$ cat src/rtl/pipe_pkg.sv
// Shared pipeline types for the fetch/decode boundary of the RV32I core.
package pipe_pkg;
  localparam int XLEN = 32;
  localparam logic [XLEN-1:0] NOP_INSTR = 32'h0000_0013;

  typedef struct packed {
    logic [XLEN-1:0] instr;
    logic [XLEN-1:0] pc;
    logic [XLEN-1:0] pcplus4;
  } fd_entry_t;
endpackage

$ cat src/rtl/skid_fifo2.sv
// Generic two-entry FIFO with flush; push when full and pop when empty are ignored.
module skid_fifo2
  import pipe_pkg::*;
#(
  parameter int  DEPTH = 2,
  parameter type T     = fd_entry_t
) (
  input  logic       clk,
  input  logic       rst,
  input  logic       push_i,
  input  logic       pop_i,
  input  logic       flush_i,
  input  T           wdata_i,
  output T           rdata_o,
  output logic [1:0] count_o,
  output logic       full_o,
  output logic       empty_o
);
  localparam logic [1:0] FULL_CNT = 2'(DEPTH);

  T           mem_q [2];
  logic       head_q, head_d;
  logic       tail_q, tail_d;
  logic [1:0] count_q, count_d;
  logic       do_push, do_pop;

  assign full_o  = (count_q == FULL_CNT);
  assign empty_o = (count_q == 2'd0);
  assign count_o = count_q;
  assign rdata_o = mem_q[head_q];

  assign do_push = push_i & ~full_o;
  assign do_pop  = pop_i & ~empty_o;

  always_comb begin
    head_d  = head_q;
    tail_d  = tail_q;
    count_d = count_q;
    if (flush_i) begin
      head_d  = 1'b0;
      tail_d  = 1'b0;
      count_d = 2'd0;
    end else begin
      if (do_push) tail_d = ~tail_q;
      if (do_pop)  head_d = ~head_q;
      case ({do_push, do_pop})
        2'b10:   count_d = count_q + 2'd1;
        2'b01:   count_d = count_q - 2'd1;
        default: count_d = count_q;
      endcase
    end
  end

  always_ff @(posedge clk) begin
    if (rst) begin
      head_q  <= 1'b0;
      tail_q  <= 1'b0;
      count_q <= 2'd0;
    end else begin
      head_q  <= head_d;
      tail_q  <= tail_d;
      count_q <= count_d;
    end
  end

  // Payload needs no reset: it is only observed while count is non-zero.
  always_ff @(posedge clk) begin
    if (do_push && !flush_i) mem_q[tail_q] <= wdata_i;
  end
endmodule

$ cat src/rtl/fetch_decode_buf.sv
// Two-entry IF/ID buffer: handshake qualification, flush, and NOP bubble on empty.
module fetch_decode_buf
  import pipe_pkg::*;
#(
  parameter int WIDTH = 32,
  parameter int DEPTH = 2
) (
  input  logic             clk,
  input  logic             rst,
  input  logic [WIDTH-1:0] InstrF,
  input  logic [WIDTH-1:0] PCF,
  input  logic [WIDTH-1:0] PCPlus4F,
  input  logic             ValidF,
  output logic             ReadyF,
  input  logic             FlushD,
  output logic [WIDTH-1:0] InstrD,
  output logic [WIDTH-1:0] PCD,
  output logic [WIDTH-1:0] PCPlus4D,
  output logic             ValidD,
  input  logic             ReadyD
);
  fd_entry_t  wr_ent, hd_ent;
  logic [1:0] cnt;
  logic       full, empty, push, pop, bubble;

  // ReadyF comes straight from registered occupancy, never from ReadyD.
  assign ReadyF = ~full;
  assign ValidD = ~empty;
  assign push   = ValidF & ReadyF & ~FlushD;
  assign pop    = ValidD & ReadyD & ~FlushD;
  assign wr_ent = '{instr: InstrF, pc: PCF, pcplus4: PCPlus4F};

  skid_fifo2 #(.DEPTH(DEPTH), .T(fd_entry_t)) u_fifo (
    .clk     (clk),
    .rst     (rst),
    .push_i  (push),
    .pop_i   (pop),
    .flush_i (FlushD),
    .wdata_i (wr_ent),
    .rdata_o (hd_ent),
    .count_o (cnt),
    .full_o  (full),
    .empty_o (empty)
  );

  assign bubble   = (cnt == 2'd0);
  assign InstrD   = bubble ? NOP_INSTR : hd_ent.instr;
  assign PCD      = bubble ? '0 : hd_ent.pc;
  assign PCPlus4D = bubble ? '0 : hd_ent.pcplus4;
endmodule

$ cat config.mk
export PLATFORM = sky130hd
export DESIGN_NAME = fetch_decode_buf
export DESIGN_NICKNAME = d
export VERILOG_FILES = /design/src/rtl/pipe_pkg.sv /design/src/rtl/skid_fifo2.sv /design/src/rtl/fetch_decode_buf.sv
export SDC_FILE = /design/constraint.sdc
export NUM_CORES = 1
export LEC_CHECK = 0
export CORE_ASPECT_RATIO = 1.75
export CORE_MARGIN = 8
export CORE_UTILIZATION = 40
export CTS_CLUSTER_SIZE = 12
export DETAILED_ROUTE_END_ITERATION = 10
export GPL_ROUTABILITY_DRIVEN = 0
export PLACE_DENSITY = 0.68
export SETUP_SLACK_MARGIN = 0.5
export SYNTH_ARGS = -nofsm -noshare
export SYNTH_HDL_FRONTEND = slang
export SYNTH_SLANG_ARGS = --single-unit
$ cat constraint.sdc
create_clock -name clk -period 16.4 [get_ports clk]
set_input_delay 2.46 -clock clk [delete_from_list [all_inputs] [get_ports clk]]
set_output_delay 2.46 -clock clk [all_outputs]
set_load 0.005 [all_outputs]
==> metrics <==
postcts setup bufs 0; io pins 199; sequential share of power 56.2%; WP data required 13.94 ns; kind of critical path register to output port; initial drt markers 167; Layout Nets 737; first-pass GRT wire length 24500 um; Syn Nets 535; Worst Setup End Kind output port; root buf cell clkbuf_16; # port buffers 198; Worst Hold Depth 2; wire per inst 18.3 um; top_reg_cell synth edfxtp_1; Starting Density 40.5%; WHS Endpoint u_fifo.head_q$_SDFFE_PP0P_; Clock Latency Late Sink 0.42 ns; number of global-route vias before repair 4615; antenna violations before repair 2; post-synthesis async set-or-reset flop share 0%; Arrival @ worst endpoint 2.99 ns; Post-CTS Hold Buffers 0; # DRC 0; largest stage delay on the critical path 0.82 ns; Syn-to-layout area delta 36.9%; grt total ovfl 0; final wirelength 16200 um; synth cell count leaders 192 x edfxtp_1, 100 x nor2_1, 96 x mux2i_1; Comb power frac 6.8%; Peak Freq 183 MHz; final setup vio count 0; RSZ-0062 raised after global routing no; Net Sw Power 215 uW; Fin. Hold Viols 0; worst ir drop on vdd 65.7 uV; Int Pwr 804 uW; status finished clean; Synth top area share 77.3%; Die X 119 um; CTS H-tree depth 4; setup TNS 0 ns; Slew @ Worst Pin 1.05 ns; Pwr Density 99.9 nW/um^2; minimum clock period 5.45 ns; fraction of layout cells with a size suffix above 1 6.02%; FP Rows 66; DRT Pass-1 Iters 4; pin count of the biggest net entering global routing 59; core footprint 18400 um^2; Slew Limit Headroom 29.6%; clk sink count 197; type of origin of the critical path register; vias 4188; clock tree from TritonCTS done; Critical Path Fanout Max 49; CP max stage cell nor2_4; Die Height 197 um; Synth Cell Area 7450 um^2; area leader, netlist edfxtp_1; hold_sp u_fifo.head_q$_SDFFE_PP0P_; dpl cell area 9670 um^2; CP cell instances nor2_4 -> buf_4 -> inv_1 -> nand2_1 -> clkdlybuf4s50_1; Synth Warn # 0; CP top delay family buffers and inverters; Max clock buf depth 2; Max Cap Violations 0; TritonCTS buffer count 17; ANT nets after route 0; Hold Path Class register to register; Synth Register Bits 197; clk_skew 0.00821 ns; LEAKAGE 3.18 nW; Final HPWL DP 11300 um; worst flop-to-flop path endpoint u_fifo.mem_q[0][76]$_DFFE_PP_; library cells used by synthesis 21; die footprint 23400 um^2; Global Route Usage Sum 13.7%; Post-synth EDFFs 192; CP bufs+invs 3; R2R Path Start u_fifo.count_o[0]$_SDFFE_PP0P_; top post-synthesis cells by area edfxtp_1 77%, mux2i_1 13%, nor2_1 5.0%, dfxtp_1 1.3%, buf_2 0.67%; via/cell ratio 4.72; most frequent cell after synthesis edfxtp_1; Final Cycle Share 33.2%; post-CTS resize count 0; reg-to-reg setup timing slack 14.35 ns; cell area after layout 10200 um^2; clock network fraction of design power 37.0%; Worst R2R Path Depth 4; Reg clk slew, reported paths 0.07 ns; Seq/Total Area, Yosys 78.7%; Mapped Cells 433; Max Slew Vio Count 0; Power Total 1.02 mW; switching part of the total 21.1%; Mean Syn Cell Area 17.2 um^2
==> state kept, by name, summed over array words and instances, names as in the netlist, named ones only <==
signal and flops:
u_fifo.count_o 2, u_fifo.head_q 1, u_fifo.mem_q 192, u_fifo.tail_q 1
==> tightest hold or removal path, cell delays in order (launching register included) <==
cell and delay (ns):
dfxtp_1 0.33, xor2_1 0.08, nor2_1 0.07
==> routing by layer <==
layer | up-vias | wire, um | global-route usage (%) | part of all wire, %
met3 | 18 | 1140 | 5.13 | 7.0
met4 | 2 | 318 | 5.98 | 2.0
met2 | 137 | 8920 | 25.3 | 55
li1 | 2008 | - | - | -
met5 | - | 13 | 0 | 0.080
met1 | 2023 | 5860 | 13.1 | 36
==> power by group through the flow <==
| stage | registers [mW] | logic, mW | clock network (mW) |
|---|---|---|---|
| floorplan | 0.584 | 0.0224 | 0 |
| global placement | 0.583 | 0.0689 | 0 |
| detailed placement | 0.584 | 0.0704 | 0 |
| CTS | 0.573 | 0.0708 | 0.387 |
| global route | 0.574 | 0.0750 | 0.404 |
| finish | 0.573 | 0.0693 | 0.377 |
==> metrics by stage <==
step	hold slack [ns]	util, %	instances	setup slack (ns)
after floorplan	0.472	-	433	9.19
after global placement	0.489	52.5	854	11.28
after detailed placement	0.495	52.5	854	11.24
after CTS	0.518	55.4	886	10.78
after global routing	0.545	55.4	887	10.67
final	0.514	55.4	887	10.95
==> layout make-up <==
cell class	count	area, um^2
fill	1489	8210
sequential	197	5870
timing repair buffer	204	2030
multi-input combinational	213	1470
clock buffer	18	429
tap	238	298
clock inverter	14	104
inverter	2	7.51
antenna	1	2.50
==> cell families (layout without fill, tap and decap cells) <==
kind of cell / count (synthesis) / in the layout / share of synthesized area, %
compound gates: 5 / 5 / 0.369
xor+xnor: 3 / 3 / 0.353
fa+ha+maj: 1 / 1 / 0.168
buf+inv: 23 / 238 / 1.93
flops: 197 / 197 / 78.7
mux: 96 / 96 / 12.9
other cells: 0 / 1 / 0
simple gates: 108 / 108 / 5.61
==> how the worst max path moves through the flow <==
stage | start | to | cells past startpoint
floorplan | FlushD | u_fifo.mem_q[0][0]$_DFFE_PP_ | 2
global placement | register | PCD[31] | 4
detailed placement | register | PCD[31] | 4
CTS | register | PCD[31] | 4
global route | u_fifo.count_o[0]$_SDFFE_PP0P_ | InstrD[4] | 5
finish | u_fifo.count_o[1]$_SDFFE_PP0P_ | InstrD[4] | 5
==> layout by cell type (no fill, tap or decap), drive strengths merged <==
| master | synthesis | final |
|---|---|---|
| diode | 0 | 1 |
| dfxtp | 5 | 5 |
| ha | 1 | 1 |
| o21ai | 2 | 2 |
| edfxtp | 192 | 192 |
| clkinv | 0 | 5 |
| nand3b | 1 | 1 |
| inv | 2 | 6 |
| a21oi | 2 | 2 |
| nand2b | 1 | 1 |
| a21o | 1 | 1 |
| nor2 | 100 | 100 |
| clkdlybuf4s50 | 0 | 198 |
| buf | 18 | 6 |
| or2 | 1 | 1 |
| xor2 | 2 | 2 |
| xnor2 | 1 | 1 |
| clkinvlp | 0 | 5 |
| nand3 | 1 | 1 |
| mux2i | 96 | 96 |
| nand2 | 3 | 3 |
| or3 | 1 | 1 |
| clkbuf | 3 | 18 |
(Power assumes the default switching activity.)
